`src/rtl/gauss_jordan_sequencer.sv`:
```
// Gauss-Jordan control sequencer: walks the augmented matrix [A | I] and
// issues LOADP / NORM / LOADF / ELIM operations one at a time over a
// valid/ready handshake. A zero pivot aborts the sequence with a sticky
// singular flag. No row swapping is attempted.
module gauss_jordan_sequencer #(
  parameter int N     = 3,
  parameter int IDX_W = 2
) (
  input  logic             clk,
  input  logic             rst,
  input  logic             start,
  output logic             busy,
  output logic             done,
  output logic             singular,
  output logic             op_valid,
  input  logic             op_ready,
  output logic [1:0]       op_code,
  output logic [IDX_W-1:0] op_k,
  output logic [IDX_W-1:0] op_i,
  output logic [IDX_W:0]   op_j,
  input  logic             pivot_zero
);

  typedef enum logic [2:0] {
    S_IDLE,
    S_PIVOT,
    S_NORM,
    S_FACT,
    S_ELIM,
    S_FIN
  } state_t;

  localparam logic [1:0] OP_LOADP = 2'd0;
  localparam logic [1:0] OP_NORM  = 2'd1;
  localparam logic [1:0] OP_LOADF = 2'd2;
  localparam logic [1:0] OP_ELIM  = 2'd3;

  localparam logic [IDX_W:0]   J_LAST = (IDX_W+1)'(2*N-1);
  localparam logic [IDX_W-1:0] K_LAST = IDX_W'(N-1);
  localparam logic [IDX_W:0]   N_ROWS = (IDX_W+1)'(N);

  state_t           state, state_nxt;
  logic [IDX_W-1:0] k, k_nxt;
  logic [IDX_W-1:0] i, i_nxt;
  logic [IDX_W:0]   j, j_nxt;
  logic             singular_nxt;

  logic [IDX_W:0]   first_row;
  logic [IDX_W:0]   next_row;
  logic             first_found;
  logic             next_found;

  // Smallest row index >= from that is not the pivot row. The result is one
  // bit wider than a row index so running off the end (== N) is detectable.
  function automatic logic [IDX_W:0] row_skip_pivot(input logic [IDX_W:0]   from,
                                                    input logic [IDX_W-1:0] piv);
    logic [IDX_W:0] cand;
    cand = from;
    if (cand == {1'b0, piv}) cand = cand + (IDX_W+1)'(1);
    return cand;
  endfunction

  // Candidate target rows for the first and the following elimination passes.
  always_comb begin
    first_row   = row_skip_pivot('0, k);
    next_row    = row_skip_pivot({1'b0, i} + (IDX_W+1)'(1), k);
    first_found = (first_row < N_ROWS);
    next_found  = (next_row < N_ROWS);
  end

  // State and index registers; everything here is control, so all of it resets.
  always_ff @(posedge clk) begin
    if (rst) begin
      state    <= S_IDLE;
      k        <= '0;
      i        <= '0;
      j        <= '0;
      singular <= 1'b0;
    end else begin
      state    <= state_nxt;
      k        <= k_nxt;
      i        <= i_nxt;
      j        <= j_nxt;
      singular <= singular_nxt;
    end
  end

  // Next-state and index update; the sequence only moves on an accepted op.
  always_comb begin
    state_nxt    = state;
    k_nxt        = k;
    i_nxt        = i;
    j_nxt        = j;
    singular_nxt = singular;
    unique case (state)
      S_IDLE: begin
        if (start) begin
          singular_nxt = 1'b0;
          k_nxt        = '0;
          i_nxt        = '0;
          j_nxt        = '0;
          state_nxt    = S_PIVOT;
        end
      end
      S_PIVOT: begin
        if (op_ready) begin
          if (pivot_zero) begin
            singular_nxt = 1'b1;
            state_nxt    = S_FIN;
          end else begin
            j_nxt     = '0;
            state_nxt = S_NORM;
          end
        end
      end
      S_NORM: begin
        if (op_ready) begin
          if (j == J_LAST) begin
            if (first_found) begin
              i_nxt     = first_row[IDX_W-1:0];
              state_nxt = S_FACT;
            end else if (k == K_LAST) begin
              state_nxt = S_FIN;
            end else begin
              k_nxt     = k + IDX_W'(1);
              state_nxt = S_PIVOT;
            end
          end else begin
            j_nxt = j + (IDX_W+1)'(1);
          end
        end
      end
      S_FACT: begin
        if (op_ready) begin
          j_nxt     = '0;
          state_nxt = S_ELIM;
        end
      end
      S_ELIM: begin
        if (op_ready) begin
          if (j != J_LAST) begin
            j_nxt = j + (IDX_W+1)'(1);
          end else if (next_found) begin
            i_nxt     = next_row[IDX_W-1:0];
            state_nxt = S_FACT;
          end else if (k == K_LAST) begin
            state_nxt = S_FIN;
          end else begin
            k_nxt     = k + IDX_W'(1);
            state_nxt = S_PIVOT;
          end
        end
      end
      S_FIN: begin
        state_nxt = S_IDLE;
      end
      default: begin
        state_nxt = S_IDLE;
      end
    endcase
  end

  // Operation fields come straight from registers, so they stay stable while
  // the datapath stalls. LOADP/NORM address the pivot row; LOADP/LOADF read
  // the pivot column.
  always_comb begin
    op_valid = 1'b0;
    busy     = 1'b0;
    done     = 1'b0;
    op_code  = OP_LOADP;
    op_k     = k;
    op_i     = i;
    op_j     = j;
    unique case (state)
      S_PIVOT: begin
        op_valid = 1'b1;
        busy     = 1'b1;
        op_code  = OP_LOADP;
        op_i     = k;
        op_j     = {1'b0, k};
      end
      S_NORM: begin
        op_valid = 1'b1;
        busy     = 1'b1;
        op_code  = OP_NORM;
        op_i     = k;
      end
      S_FACT: begin
        op_valid = 1'b1;
        busy     = 1'b1;
        op_code  = OP_LOADF;
        op_j     = {1'b0, k};
      end
      S_ELIM: begin
        op_valid = 1'b1;
        busy     = 1'b1;
        op_code  = OP_ELIM;
      end
      S_FIN: begin
        done = 1'b1;
      end
      default: begin
        op_valid = 1'b0;
      end
    endcase
  end

endmodule

```
`config.mk`:
```
export PLATFORM = sky130hd
export DESIGN_NAME = gauss_jordan_sequencer
export DESIGN_NICKNAME = d
export VERILOG_FILES = /design/src/rtl/gauss_jordan_sequencer.sv
export SDC_FILE = /design/constraint.sdc
export NUM_CORES = 1
export LEC_CHECK = 0
export BUFFER_PORTS_ARGS = -buffer_cell sky130_fd_sc_hd__buf_2
export CORE_MARGIN = 8
export CORE_UTILIZATION = 48
export DETAILED_ROUTE_END_ITERATION = 16
export PLACE_DENSITY_LB_ADDON = 0.12
export SYNTH_ARGS = -nofsm -noshare
export SYNTH_HDL_FRONTEND = slang
export SYNTH_SLANG_ARGS = --single-unit
```
`constraint.sdc`:
```
create_clock -name clk -period 2 [get_ports clk]
set_input_delay 0.2 -clock clk [delete_from_list [all_inputs] [get_ports clk]]
set_output_delay 0.2 -clock clk [all_outputs]
set_load 0.01 [all_outputs]
```
==> impl_metrics.json <==
{
  "grt_max_degree": 17,
  "syn_avg_cell_area_um2": 7.79,
  "path_max_fanout": 6,
  "htreeDepth": 1,
  "cts_made_buffers": 3,
  "fmax_mhz": 524,
  "synth-edff-count": 0,
  "rows": 16,
  "multi_input_area_um2": 666,
  "antenna_found_initial": 0,
  "clkTransAtPathRegs_ps": 70,
  "drc": 0,
  "slowest_delay_ps": 400,
  "status": "complete, no violations",
  "wl_per_cell_um": 13.0,
  "vdd_drop_max_v": 0.000338,
  "gp_congestion": 0.828,
  "dieArea_um2": 3570,
  "placed_cells": 162,
  "clock-root-buffer": "clkbuf_4",
  "io_pins": 18,
  "grt_pass1_wl_um": 3590,
  "finalSetupTns_ps": 0,
  "synth_fp_nets": 129,
  "portBuffers": 17,
  "synth-async-reset-ratio_pct": 0,
  "period_minus_slack_ps": 1910,
  "fin_cells": 166,
  "hold_viol": 0,
  "rsz0062_at_grt": "no",
  "required_ps": 2160,
  "synth_cells": 118,
  "ys_types": 41,
  "grtUsageTotal_pct": 12.8,
  "final_nets": 151,
  "dp_hpwl_um": 1720,
  "crit_path_end_kind": "flip-flop",
  "final_util_pct": 58.6,
  "clock_latency_ps": 270,
  "grt_overflow": 0,
  "regArea_um2": 225,
  "antenna_left": 0,
  "clkSinkCount": 11,
  "critPathBufInv": 1,
  "die_y_um": 59.8,
  "worst_setup_path_start_kind": "flip-flop",
  "yosysWarnings": 0,
  "num_vias": 926,
  "drive_above_1_share_pct": 28.8,
  "crit_type": "reg2reg",
  "floorplan.initialDensity_pct": 48.9,
  "grt_pass1_vias": 870,
  "core_um2": 1880,
  "tightest_slew_ps": 413,
  "synth_seq_cells": 11,
  "routed_via_density": 5.58,
  "dr.pass1.iters": 5,
  "die_w_um": 59.8,
  "maxCapViolCount": 0,
  "fillCellCount": 207,
  "cts_setup_buffers": 0,
  "ys.flop_type": "dfxtp_1",
  "cts_tree": "built",
  "clock_skew_ps": 0.524,
  "path_delay_family": "simple AND/OR/NAND/NOR gates",
  "slew_viol_final": 0,
  "setup_viol": 0,
  "hold_path.class": "in2reg",
  "drt_iter0_drc": 19,
  "num_antenna_cells": 0,
  "wirelength_um": 2150,
  "powerDensity_nw_per_um2": 654,
  "slowest_stage": "or3_1",
  "syn-cell-area_um2": 920,
  "ctsLongestPathBuffers": 2,
  "cp_data_arrival_time_ps": 2070,
  "areaGrowthSynthToFinish_pct": 20.0,
  "final.period_utilization_pct": 95.3,
  "p_leak_uw": 0.000465,
  "path_cells": "inv_2 -> ha_4 -> or2_1 -> a31oi_1 -> nor3_1 -> or3_1 -> mux2_2",
  "maxSlewHeadroom_pct": 72.3,
  "seq_area_frac_synth_pct": 23.9
}
## placed cells by master, fill, tap and decap left out, types with 3 or more instances in the layout
cell type / instances
nor3_1: 4
nand2_1: 10
nand3_1: 3
nor2_1: 11
inv_1: 5
clkbuf_4: 3
buf_4: 6
mux2_2: 4
o21ai_0: 7
xnor2_1: 3
nand2b_1: 6
ha_1: 5
a31oi_1: 5
a21oi_1: 4
buf_2: 17
dfxtp_1: 7
dfxtp_2: 4
## cell families (layout without fill, tap and decap cells)
family,count (synthesis),in the layout,share of synthesized area [%]
compound gates,30,30,22.5
xor+xnor,4,4,3.81
fa+ha+maj,6,6,8.16
buf+inv,12,33,5.58
flops,11,11,23.9
mux,6,6,7.07
simple gates,49,49,29.0
## metrics by stage
| step | hold WS [ps] | power (µW) | setup WS (ps) | cell area [µm²] |
|---|---|---|---|---|
| floorplan | 324 | 487 | 29.2 | 932 |
| global placement | 498 | 570 | 50.0 | 1070 |
| detailed placement | 507 | 572 | 24.1 | 1070 |
| CTS | 218 | 730 | 5.28 | 1090 |
| global route | 236 | 778 | 4.77 | 1100 |
| finish | 233 | 721 | 93.3 | 1100 |
## state kept, by name, summed over array words and instances, names as in the netlist
register,flops
i,2
j,3
op_k,2
singular,1
state,3
## cell usage after synthesis, types with 2 or more instances
library cell | instances | share of area [%]
dfxtp_1 | 11 | 24
nor2_1 | 11 | 4.5
nand2_1 | 10 | 4.1
o21ai_0 | 7 | 3.8
ha_1 | 6 | 8.2
inv_1 | 6 | 2.4
nand2b_1 | 6 | 4.1
a31oi_1 | 5 | 3.4
a21oi_1 | 4 | 2.2
mux2_2 | 4 | 4.9
nor3_1 | 4 | 2.2
and3_1 | 3 | 2.0
clkbuf_1 | 3 | 1.2
nand3_1 | 3 | 1.6
xnor2_1 | 3 | 2.9
buf_2 | 2 | 1.1
mux2i_1 | 2 | 2.2
nand3b_1 | 2 | 1.6
nor3b_1 | 2 | 1.6
o31ai_1 | 2 | 1.6
o32ai_1 | 2 | 1.9
## power by group
part	leakage (µW)	switching, µW	total, µW	internal [µW]
clock	0.0000150	76.4	154	77.2
combinational	0.000359	169	305	136
sequential	0.0000912	26.7	263	236
## worst paths after layout
kind | start | endpoint | slack, ps | depth (start not counted)
setup / recovery | i[0] | op_k[1] | 90 | 7
hold / removal | op_ready | state[0] | 230 | 2
setup reg to reg | i[0] | op_k[1] | 90 | 7
hold reg to reg | i[0] | i[0] | 510 | 2
## repair_timing
action	4_1_cts	5_1_grt
endpoints found under the setup margin	0	4
hold buffers	0	0
hold endpoints to repair	0	0
gates resized for setup	0	6
## layer usage
metal / wire, µm / vias to the layer above / global-route usage, %
met2: 988 / 24 / 21.1
li1: - / 472 / -
met4: 30 / 0 / 5.10
met3: 123 / 4 / 2.80
met5: 0 / - / 0
met1: 1010 / 426 / 15.5
## area by class of cell
class,count,share of cell area (%)
timing repair buffer,23,11.8
tap,27,3.06
sequential,11,20.4
inverter,6,2.04
clock buffer,4,2.38
multi-input combinational,95,60.3
(Power assumes the default switching activity.)
